File: src/rtl/alu_rr_sequencer.sv
// Round-robin sequencer sharing one combinational ALU between two requesters.
// Define ALU_RR_SEQ_OP7_TRAP_EN to trap op 7 (SLL) instead of issuing it.
module alu_rr_sequencer #(
  parameter int WIDTH = 32
) (
  input  logic             clk,
  input  logic             rst,
  input  logic             req0,
  input  logic [2:0]       op0,
  input  logic [WIDTH-1:0] a0,
  input  logic [WIDTH-1:0] b0,
  input  logic             req1,
  input  logic [2:0]       op1,
  input  logic [WIDTH-1:0] a1,
  input  logic [WIDTH-1:0] b1,
  output logic [2:0]       alu_op,
  output logic [WIDTH-1:0] alu_a,
  output logic [WIDTH-1:0] alu_b,
  input  logic [WIDTH-1:0] alu_f,
  input  logic             alu_zf,
  input  logic             alu_of,
  output logic [WIDTH-1:0] res_f,
  output logic             res_zf,
  output logic             res_of,
  output logic             res_err,
  output logic             done0,
  output logic             done1,
  output logic             busy
);

  typedef enum logic [1:0] {
    IDLE = 2'd0,
    EXEC = 2'd1,
    DONE = 2'd2
  } state_t;

  state_t state, state_nxt;

  logic             last_gnt;
  logic             gnt_id;
  logic             gnt;
  logic             grant;
  logic             issue;
  logic             trap;
  logic             trap_nxt;
  logic [2:0]       gnt_op;
  logic [WIDTH-1:0] gnt_a;
  logic [WIDTH-1:0] gnt_b;

  always_comb begin
    state_nxt = state;
    grant     = 1'b0;
    gnt       = 1'b0;
    case (state)
      IDLE: begin
        if (req0 | req1) begin
          grant     = 1'b1;
          // on contention the requester served last loses
          gnt       = (req0 & req1) ? ~last_gnt : req1;
          state_nxt = EXEC;
        end
      end
      EXEC:    state_nxt = DONE;
      DONE:    state_nxt = IDLE;
      default: state_nxt = IDLE;
    endcase
  end

  assign gnt_op = gnt ? op1 : op0;
  assign gnt_a  = gnt ? a1  : a0;
  assign gnt_b  = gnt ? b1  : b0;

`ifdef ALU_RR_SEQ_OP7_TRAP_EN
  assign trap_nxt = (gnt_op == 3'd7);
`else
  assign trap_nxt = 1'b0;
`endif

  assign issue = grant & ~trap_nxt;
  assign busy  = (state != IDLE);

  always_ff @(posedge clk or posedge rst) begin
    if (rst) begin
      state <= IDLE;
    end else begin
      state <= state_nxt;
    end
  end

  always_ff @(posedge clk or posedge rst) begin
    if (rst) begin
      alu_op   <= '0;
      alu_a    <= '0;
      alu_b    <= '0;
      res_f    <= '0;
      res_zf   <= 1'b0;
      res_of   <= 1'b0;
      res_err  <= 1'b0;
      done0    <= 1'b0;
      done1    <= 1'b0;
      last_gnt <= 1'b1;
      gnt_id   <= 1'b0;
      trap     <= 1'b0;
    end else begin
      done0 <= 1'b0;
      done1 <= 1'b0;
      if (grant) begin
        gnt_id <= gnt;
        trap   <= trap_nxt;
      end
      if (issue) begin
        alu_op <= gnt_op;
        alu_a  <= gnt_a;
        alu_b  <= gnt_b;
      end
      if (state == EXEC) begin
        res_f    <= trap ? '0 : alu_f;
        res_zf   <= trap | alu_zf;
        res_of   <= ~trap & alu_of;
        res_err  <= trap;
        done0    <= ~gnt_id;
        done1    <= gnt_id;
        last_gnt <= gnt_id;
      end
    end
  end

endmodule

File: config.mk
export PLATFORM = sky130hd
export DESIGN_NAME = alu_rr_sequencer
export DESIGN_NICKNAME = d
export VERILOG_FILES = /design/src/rtl/alu_rr_sequencer.sv
export SDC_FILE = /design/constraint.sdc
export NUM_CORES = 1
export LEC_CHECK = 0
export BUFFER_PORTS_ARGS = -buffer_cell sky130_fd_sc_hd__buf_2
export CAP_MARGIN = 20
export CORE_MARGIN = 4
export CORE_UTILIZATION = 44
export DETAILED_ROUTE_END_ITERATION = 16
export GPL_TIMING_DRIVEN = 0
export PLACE_DENSITY_LB_ADDON = 0.2
export SYNTH_ARGS = -nofsm -noshare
export SYNTH_HDL_FRONTEND = slang
export SYNTH_SLANG_ARGS = --single-unit
File: constraint.sdc
create_clock -name clk -period 3.8 [get_ports clk]
set_input_delay 0.38 -clock clk [delete_from_list [all_inputs] [get_ports clk]]
set_output_delay 0.38 -clock clk [all_outputs]
set_load 0.02 [all_outputs]
==> flow_summary.yaml, run 1 <==
cells_and_area:
  diodes: 0
  syn_to_final_growth_pct: 37.2
  final_cells: 830
  final_core_util: 0.621
  drive_above_1_share: 0.447
  layout.nets: 862
  final_cell_area_mm2: 0.00644
  most-common-layout-cells: "buf_2 (289), dfrtp_1 (106), nand2_1 (103)"
  final_common_cell: "buf_2"
routing:
  viasPerCell: 5.40
  drtPass1Iterations: 4
  drt_wl_total_um: 14800
  drtIter0Drc: 260
  wl_per_cell_um: 17.9
  route.detailed.drc: 0
  ant_nets: 0
  num_vias: 4484
place:
  placed_cell_area_mm2: 0.00626
  place.gp.congestion: 0.924
  preCtsSetupSlack_ns: 2.03
  place_inst: 815
  port_buffers: 274
  dp_hpwl_um: 11600
sta:
  max_slew_margin: 0.654
  finalCritPeriodShare: 0.528
  max_freq_ghz: 0.499
  worst_pin_slew_ns: 0.519
  finalHoldViolations: 0
  rsz0062_at_grt: "false"
  setup_slack_ns: 1.79
  setup_viol: 0
  drv_slew: 0
  period_minus_slack_ns: 2.01
  skew_ns: 0.00877
clock_tree:
  clock_sinks: 107
  cts_made_buffers: 9
  ctsHoldBuffers: 0
  cts.repair.resized: 0
  clk_latency_ns: 0.35
  cts_max_path_buffers: 2
  root_buffer: "clkbuf_8"
  clk_pin_slew_ns: 0.09
  ctsHtreeMaxLevel: 3
  post-cts-setup-buffer-count: 0
  cts_tree: "built"
logic_synthesis:
  synth_xor_area_frac: 0
  yosysWarnings: 0
  synth-compound-area-share: 0.165
  synth_cell_types: 20
  post_synth_and_or_nand_nor_area_fraction: 0.216
  yosysTopAreaCell: "dfrtp_1"
  syn_nets: 576
  synth_mux_area_frac: 0
  ys_seq_elements: 107
  synth_adder_area_share: 0
  synth_cells: 404
  yosysTopAreaCellShare: 0.565
  netlist_area_mm2: 0.00469
  synth_top_family_by_area: "simple AND/OR/NAND/NOR gates"
  synth-seq-area-share: 0.571
  synthTopCellsByArea: "dfrtp_1 (57%), o221a_1 (16%), nand4b_1 (13%)"
  syn_avg_cell_area_um2: 11.6
power:
  vdd_ir_drop_max_mv: 0.415
  total_power_mw: 5.59
  power.density_mw_per_mm2: 868
  leakagePower_nw: 3.10
setup_path:
  r2r_start: "state[1]"
  r2r.worst_path.cells: 5
  crit_chain: "nor2_4 > buf_1 > inv_2 > buf_2"
  r2r_end: "alu_b[8]"
  critical_path.startpoint_type: "flop"
  crit_type: "reg -> out"
  crit_path_max_incr_delay_ns: 0.43
  worstSetupEndpoint: "busy"
  cp_max_fo: 10
  crit_path_end_kind: "primary output"
  crit_required_ns: 3.42
  arrival_ns: 1.63
  startpoint: "state[1]"
  cp_slowest_cell: "buf_1"
  reg2reg_slack_ns: 2.04
die:
  core_area_mm2: 0.0104
  die_area_mm2: 0.0124
  dieHeight_um: 111
  dieWidth_um: 111
  fp-row-count: 37
  start_util: 0.453
  io_pins: 277
run_status:
  status: "finished clean"
global_route:
  track_usage: 0.233
  grt_pass1_vias: 4694
  grt_pass1_wl_um: 23500
  grt_max_degree: 70
  antenna_found_initial: 0
  grt_remaining_overflow: 0
job:
  max_cap_violations: 0
hold_path:
  min_path_type: "in -> async"
==> power by group <==
group	internal, mW	switching, mW	total (mW)
registers	1.70	0.307	2.01
logic	1.10	1.82	2.93
clock network	0.301	0.355	0.656
==> critical path, delay by kind of cell (launching register included) <==
kind,cells,cell delay (ns)
flip-flops,1,0.41
buffers and inverters,3,0.63
AND/OR/NAND/NOR,1,0.23
==> metrics by stage <==
step / TNS (ns) / hold slack (ns)
2_1_floorplan: 0 / 0.403
3_3_place_gp: -58.16 / 0.415
3_5_place_dp: 0 / 0.421
4_1_cts: 0 / 0.0628
5_1_grt: 0 / 0.0898
6_report: 0 / 0.0641
==> how the worst min path moves through the flow <==
stage	from	to	slack, ns	depth (start not counted)
floorplan	gnt_id	done0	0.40	1
finish	rst	res_of	0.06	2
global route	rst	alu_a[26]	0.09	2
detailed placement	gnt_id	done0	0.42	1
global placement	gnt_id	done0	0.41	1
CTS	rst	res_of	0.06	2
==> layer usage <==
layer  vias to the layer above  track usage  part of all wire
li1                       2079            -                 -
met1                      2150        0.272              0.38
met2                       222        0.404              0.50
met3                        33       0.0671             0.092
met4                         0       0.0900             0.029
met5                         -            0                 0
==> sequential cells by signal (all words and copies together), names as in the netlist <==
register,cells
res_of,1
done0,1
alu_b,32
done1,1
alu_op,3
state,2
res_zf,1
last_gnt,1
gnt_id,1
alu_a,32
res_f,32
==> synthesized netlist by cell type, drive strengths merged <==
master / n
a21o: 1
buf: 27
clkbuf: 18
conb: 1
dfrtp: 106
dfstp: 1
inv: 4
nand2: 103
nand2b: 2
nand3: 2
nand4b: 67
nor2: 3
o21a: 1
o21ai: 1
o221a: 67
==> cell type report <==
type / instances / area, um2
clock buffer: 12 / 135
multi-input combinational: 248 / 1790
inverter: 4 / 17.5
fill: 917 / 3930
clock inverter: 3 / 40.0
tap: 136 / 170
sequential: 107 / 2680
buffer: 45 / 206
timing repair buffer: 275 / 1400
==> cell families after synthesis <==
family	Yosys count
simple gates	177
buf+inv	49
other cells	1
flops	107
compound gates	70
No activity file was read; power rests on OpenSTA's default activity.
==> run 2, diff against run 1 <==
==> constraint.sdc (replaced) <==
create_clock -name clk -period 1.9 [get_ports clk]
set_input_delay 0.19 -clock clk [delete_from_list [all_inputs] [get_ports clk]]
set_output_delay 0.19 -clock clk [all_outputs]
set_load 0.02 [all_outputs]
==> flow_summary.yaml, run 2 (synthesis results as in run 1) <==
run_status:
  status: "finished clean"
setup_path:
  crit_required_ns: 2.15
  crit_path_max_incr_delay_ns: 0.41
  crit_path_end_kind: "flop"
  crit_family: "buffers and inverters"
  crit_chain: "nor2_4 > buf_2 > clkbuf_1 > nand4b_1 > o221a_1"
  cp.buffers_inverters: 2
  crit_type: "reg -> reg"
  cp_max_fo: 10
  critical_path.startpoint_type: "flop"
  cp_slowest_cell: "dfrtp_1"
  arrival_ns: 1.99
clock_tree:
  clk_latency_ns: 0.36
  root_buffer: "clkbuf_8"
  clock_sinks: 107
  cts_made_buffers: 9
  post-cts-setup-buffer-count: 0
  clk_pin_slew_ns: 0.10
  cts_tree: "built"
  cts_max_path_buffers: 2
  ctsHtreeMaxLevel: 3
cells_and_area:
  multiInputGateArea_mm2: 0.00179
  syn_to_final_growth_pct: 43.5
  top_regs: "alu_a x32, alu_b x32, res_f x32"
  layout.nets: 881
  final_common_cell: "buf_2"
  most-common-layout-cells: "buf_2 (290), dfrtp_1 (106), nand2_1 (103)"
  seq_area_mm2: 0.00268
  drive_above_1_share: 0.444
  final_cell_area_mm2: 0.00674
  diodes: 0
  nFillCells: 875
  final_cells: 850
  final_core_util: 0.650
sta:
  worst_pin_slew_ns: 0.578
  max_freq_ghz: 0.577
  setup_viol: 0
  rsz0062_at_grt: "false"
  finalHoldViolations: 0
  max_slew_margin: 0.614
  finalCritPeriodShare: 0.912
  setup_slack_ns: 0.167
  fin_tns_setup_ns: 0
  skew_ns: 0.00688
  drv_slew: 0
  period_minus_slack_ns: 1.73
place:
  dp_hpwl_um: 11600
  port_buffers: 274
  place.gp.congestion: 0.873
  place_inst: 817
  preCtsSetupSlack_ns: 0.135
  placed_cell_area_mm2: 0.00631
power:
  leakagePower_nw: 3.22
  power_frac_comb: 0.509
  power.clock.fraction: 0.147
  vdd_ir_drop_max_mv: 0.734
  p_int_mw: 6.60
  swShare: 0.433
  power.density_mw_per_mm2: 1730
  p_switching_mw: 5.05
  seq_power_share: 0.345
routing:
  drtPass1Iterations: 4
  routed.top_layer: "met4"
  wl_per_cell_um: 17.7
  drtIter0Drc: 212
  wl_met3_um: 1080
  num_vias: 4559
  viasPerCell: 5.36
  route.detailed.drc: 0
  ant_nets: 0
  wl_met2_um: 7740
  drt_wl_total_um: 15000
  met1_length_um: 5880
die:
  io_pins: 277
  dieHeight_um: 111
  start_util: 0.453
  die_area_mm2: 0.0124
  core_area_mm2: 0.0104
  fp-row-count: 37
  dieWidth_um: 111
global_route:
  grt_pass1_vias: 4814
  grt_max_degree: 44
  antenna_found_initial: 0
  grt_remaining_overflow: 0
  grt_pass1_wl_um: 24100
  track_usage: 0.240
job:
  max_cap_violations: 0
hold_path:
  min_path_type: "in -> reg"
run 2: per-stage QoR:
| step | hold WS, ns | total power, mW |
|---|---|---|
| finish | 0.0236 | 11.6 |
| global route | 0.0126 | 12.4 |
| CTS | 0.000739 | 11.7 |
| detailed placement | 0.170 | 9.97 |
| global placement | 0.379 | 9.81 |
| floorplan | 0.295 | 7.84 |
run 2: tightest hold or removal path, delay by kind of cell:
family                 cells  cell delay (ns)
AND/OR/NAND/NOR            2             0.09
buffers and inverters      1             0.08
run 2: power by group through the flow:
stage                     Combinational [mW]  Clock [mW]  Sequential, mW
after global routing                    6.42        1.84            4.16
after global placement                  5.79           0            4.02
after detailed placement                5.94           0            4.03
after CTS                               5.97        1.76            4.01
final                                   5.92        1.71            4.02
after floorplan                         2.54           0            5.30
run 2: layout make-up:
cell class              count  share of cell area
plain buffers              45              0.0308
clock buffers              11              0.0225
clock inverters             5              0.0160
inverters                   4             0.00279
multi-input cells         248               0.266
flip-flops and latches    107               0.398
well taps                 136              0.0253
repair buffers            294               0.239
run 2: layer usage:
metal	track usage	vias up
met4	0.0892	0
met5	0	-
met2	0.429	202
met3	0.0551	28
li1	-	2132
met1	0.280	2197
run 2: timing repair:
action                     in CTS  in global routing
hold endpoints to repair       25                  0
gates resized for setup         1                  0
hold buffers                   17                  0
setup endpoints to repair       1                  0
run 2: final timing paths:
check | to | from | slack [ns] | cells after the start
max | alu_b[16] | state[1] | 0.17 | 5
min | res_f[20] | alu_f[20] | 0.02 | 3
max reg2reg | alu_b[16] | state[1] | 0.17 | 5
min reg2reg | done0 | gnt_id | 0.43 | 1
max in group asynchronous | alu_b[2] | rst | 0.92 | 5
min in group asynchronous | alu_a[9] | rst | 0.32 | 3
